**src/rtl/mult_unit.sv**
```systemverilog
// Sequential 8x8 unsigned shift-and-add multiplier, 16-bit product.
// Optional: define MULT_UNIT_EARLY_TERM_EN to stop once the multiplier runs out of set bits.
module mult_unit (
  input  logic       CLK,
  input  logic       RESET,
  input  logic       START,
  input  logic [7:0] DATA1,
  input  logic [7:0] DATA2,
  output logic       BUSY,
  output logic       DONE,
  output logic [7:0] RESULT,
  output logic [7:0] RESULT_HI
);

  typedef enum logic [1:0] {
    S_IDLE,
    S_RUN,
    S_DONE
  } state_t;

  state_t      state;
  logic [15:0] mcand;
  logic [7:0]  mplier;
  logic [15:0] acc;
  logic [2:0]  cnt;
  logic [15:0] sum;
  logic        last;

  // Partial-product add for this iteration and the "final iteration" decision
  always_comb begin
    sum = acc;
    if (mplier[0]) begin
      sum = acc + mcand;
    end
`ifdef MULT_UNIT_EARLY_TERM_EN
    last = (cnt == 3'd7) || (mplier[7:1] == 7'd0);
`else
    last = (cnt == 3'd7);
`endif
  end

  // Control FSM with datapath and registered BUSY/DONE/product outputs
  always_ff @(posedge CLK or posedge RESET) begin
    if (RESET) begin
      state     <= S_IDLE;
      mcand     <= 16'd0;
      mplier    <= 8'd0;
      acc       <= 16'd0;
      cnt       <= 3'd0;
      BUSY      <= 1'b0;
      DONE      <= 1'b0;
      RESULT    <= 8'd0;
      RESULT_HI <= 8'd0;
    end else begin
      unique case (state)
        S_IDLE: begin
          DONE <= 1'b0;
          if (START) begin
            mcand  <= {8'd0, DATA1};
            mplier <= DATA2;
            acc    <= 16'd0;
            cnt    <= 3'd0;
            BUSY   <= 1'b1;
            state  <= S_RUN;
          end
        end
        S_RUN: begin
          acc    <= sum;
          mcand  <= mcand << 1;
          mplier <= mplier >> 1;
          cnt    <= cnt + 3'd1;
          if (last) begin
            RESULT    <= sum[7:0];
            RESULT_HI <= sum[15:8];
            DONE      <= 1'b1;
            state     <= S_DONE;
          end
        end
        S_DONE: begin
          DONE  <= 1'b0;
          BUSY  <= 1'b0;
          state <= S_IDLE;
        end
        default: begin
          DONE  <= 1'b0;
          BUSY  <= 1'b0;
          state <= S_IDLE;
        end
      endcase
    end
  end

endmodule

```
**config.mk**
```make
export PLATFORM = sky130hd
export DESIGN_NAME = mult_unit
export DESIGN_NICKNAME = d
export VERILOG_FILES = /design/src/rtl/mult_unit.sv
export SDC_FILE = /design/constraint.sdc
export NUM_CORES = 1
export LEC_CHECK = 0
export CORE_MARGIN = 1.5
export CORE_UTILIZATION = 56
export DETAILED_ROUTE_END_ITERATION = 8
export GPL_ROUTABILITY_DRIVEN = 0
export GPL_TIMING_DRIVEN = 0
export PLACE_DENSITY = 0.88
export SYNTH_ARGS = -nofsm -noshare
export SYNTH_HDL_FRONTEND = slang
export SYNTH_SLANG_ARGS = --single-unit
```
**constraint.sdc**
```tcl
create_clock -name CLK -period 2.25 [get_ports CLK]
set_input_delay 0.3375 -clock CLK [delete_from_list [all_inputs] [get_ports CLK]]
set_output_delay 0.3375 -clock CLK [all_outputs]
set_load 0.01 [all_outputs]
```
==> impl_results.md <==
* Async set-or-reset flop fraction in the synthesized netlist at 1.00
* Synth warnings at 0
* Setup Crit Path Kind: flip-flop to flip-flop
* Syn_nets at 375
* Iter 0 DRT Violations at 408
* Post-Route WL at 8810 um
* Gr usage total at 0.282
* Switch Pwr at 2.67 mW
* FILL cells at 386
* Synth area leader: dfrtp_1
* Worst-path clk slew at 0.07 ns
* Synth Flop Type: dfrtp_1
* Max Transition Viols Final at 0
* RSZ-0062 raised after global routing: yes
* CP required at 2.52 ns
* Yosys top cell area share at 0.476
* Worst-skew pair later-pin latency at 0.36 ns
* Setup Viol. Count Final at 0
* Setup ws final at 0.00924 ns
* Gate power share at 0.494
* Max Cap Viol at 0
* Sequential share of power at 0.313
* Die extent in x at 79.9 um
* Routed len/inst at 19.1 um
* Commonest non-fill, non-tap cell in the layout: dfrtp_1
* Max frequency at 446 MHz
* EDFF count, synth at 0
* Synth top area cells: dfrtp_1 48%, o21ai_0 6.5%, ha_1 6.4%
* Largest net degree at the start of global routing at 37
* IO buf count at 36
* Row count at 27
* Synthesized area at 0.00331 mm^2
* Worst setup EP type: flip-flop
* P&R area growth vs syn at 24.4%
* Vias in the first global route at 2749
* Initial Util at 0.591
* Clock skew at 0.00496 ns
* Switching share of power at 0.418
* Gate Count Post-Synth at 338
* Status: finished, final reports clean
* Worst hold-check path type: primary input to asynchronous set/reset pin
* Hold-fix buffers, CTS at 0
* Fin. Hold Viols at 0
* Setup TNS at 0 ns
* Min Tclk post-route at 2.24 ns
* Clk sink count at 63
* Total power at 6.39 mW
* DIE HEIGHT at 79.9 um
* Slew @ Worst Pin at 0.750 ns
* Total Nets Final at 422
* Clock power share at 0.193
* Die area at 0.00639 mm^2
* Cell Area, Placed at 0.00378 mm^2
* Ports at 37
* CP arrival at 2.52 ns
* TritonCTS Buffers at 9
* Headroom to the max-slew limit at 0.500
* Leakage at 1.81 nW
* DRT Pass-1 Iters at 5
* First-pass GRT wire length at 13400 um
* Initial antenna violation count at 0
* Share of layout cells above drive strength 1 at 0.118
* Crit start category: flip-flop
* Ant. Diodes at 0
* Tcrit/Tclk final at 0.996
* Critical path fanouts, max at 4
* PD cells at 1550 mW/mm^2
* Pre-CTS WS at -0.154 ns
* Most frequent cells in the layout: 62 x dfrtp_1, 44 x nand2_1, 40 x o21ai_0, 36 x clkdlybuf4s50_1, 21 x mux2i_1
* Yosys cell types at 41
* Sequential element share of the synthesized area at 0.476
* VDD IR max at 0.753 mV
* DRC errors left at 0
* GRT overflow at 0
* Syn avg cell area at 9.81 um^2
* Post-DP HPWL at 5430 um
* Fin area at 0.00412 mm^2
* Post-DR vias/cell at 6.39
* Core outline area at 0.00561 mm^2
* TritonCTS clock tree: built
* FF+latch count, synth at 63
* CTS max path bufs at 2
* Vias at 2954
* Internal Pwr Total at 3.72 mW
* Routed Antenna Nets at 0
* Cell chosen for the clock root: clkbuf_8
* Number of H-tree levels at 3
## power groups by stage
stage          Sequential, mW  Combinational, mW  Clock, mW
5_1_grt                  2.05               3.40       1.28
2_1_floorplan            1.93               1.97          0
3_3_place_gp             1.93               2.68          0
4_1_cts                  1.96               2.90       1.23
3_5_place_dp             1.98               2.80          0
6_report                 2.00               3.16       1.23
## cells by family after synthesis
family / count (synthesis) / synth area share
flops: 63 / 0.476
xor+xnor: 12 / 0.0317
compound gates: 105 / 0.197
simple gates: 89 / 0.125
buf+inv: 29 / 0.0340
mux: 22 / 0.0668
fa+ha+maj: 18 / 0.0702
## sequential cells by signal, summed over array words and instances (netlist names)
name and count:
BUSY 1, DONE 1, RESULT 8, RESULT_HI 8, acc 16, cnt 3, mcand 16, mplier 8
state 2
## cells in the mapped netlist (all sizes together) (2+ instances only)
| library cell | n |
|---|---|
| o2111ai | 2 |
| nand2b | 5 |
| nand2 | 44 |
| o31ai | 2 |
| nand3b | 2 |
| xnor2 | 11 |
| nand3 | 5 |
| nor2 | 17 |
| a31oi | 5 |
| nor3b | 6 |
| a21oi | 22 |
| nor2b | 2 |
| a22o | 19 |
| o21ai | 44 |
| inv | 8 |
| a21o | 2 |
| o21bai | 3 |
| a211oi | 2 |
| nand4 | 2 |
| dfrtp | 63 |
| ha | 17 |
| buf | 6 |
| clkbuf | 14 |
| mux2i | 21 |
## per-stage QoR
step | utilization | instances | hold slack (ns)
after floorplan | - | 338 | 0.446
after global placement | 0.671 | 446 | 0.459
after detailed placement | 0.675 | 447 | 0.470
after CTS | 0.723 | 462 | 0.407
after global routing | 0.735 | 462 | 0.431
final | 0.735 | 462 | 0.366
## worst paths after layout
path | cells after the start | to | slack (ns) | start
worst max-delay path | 7 | RESULT_HI[7]$_DFFE_PP0P_ | 0.009 | acc[5]$_DFFE_PP0P_
worst min-delay path | 2 | RESULT[3]$_DFFE_PP0P_ | 0.37 | RESET
worst max register to register | 7 | RESULT_HI[7]$_DFFE_PP0P_ | 0.009 | acc[5]$_DFFE_PP0P_
worst min register to register | 2 | RESULT[2]$_DFFE_PP0P_ | 0.48 | RESULT[2]$_DFFE_PP0P_
max in group asynchronous | 3 | acc[4]$_DFFE_PP0P_ | 1.27 | RESET
min in group CLK | 2 | RESULT[2]$_DFFE_PP0P_ | 0.48 | RESULT[2]$_DFFE_PP0P_
## what timing repair did
item,in CTS,in global routing
endpoints found under the setup margin,3,22
setup buffers,1,0
resized for setup,6,18
pin swaps,2,7
## area by class of cell
cell class                      count  area (um^2)  area share
Tap cell                           72         90.1      0.0218
Multi-Input combinational cell    246         1720       0.417
Clock buffer                       10          138      0.0334
Inverter                            9         33.8     0.00819
Buffer                             18         71.3      0.0173
Sequential cell                    63         1580       0.383
Clock inverter                      6          108      0.0261
Timing Repair Buffer               38          388      0.0941
## worst max-delay path, cell delays in order, from the launching register on
cell and delay (ns):
dfrtp_1 0.43, ha_1 0.39, nand2_1 0.13, o21ai_2 0.24, o2111ai_2 0.20, and4_4 0.25, or3b_1 0.34, a31oi_1 0.17
## metal layers
metal,global-route usage,part of all wire,routed length [um]
met1,0.355,0.39,3440
met2,0.454,0.49,4270
met3,0.0766,0.076,669
met4,0.119,0.048,422
met5,0,0,0
(Power assumes the default switching activity.)
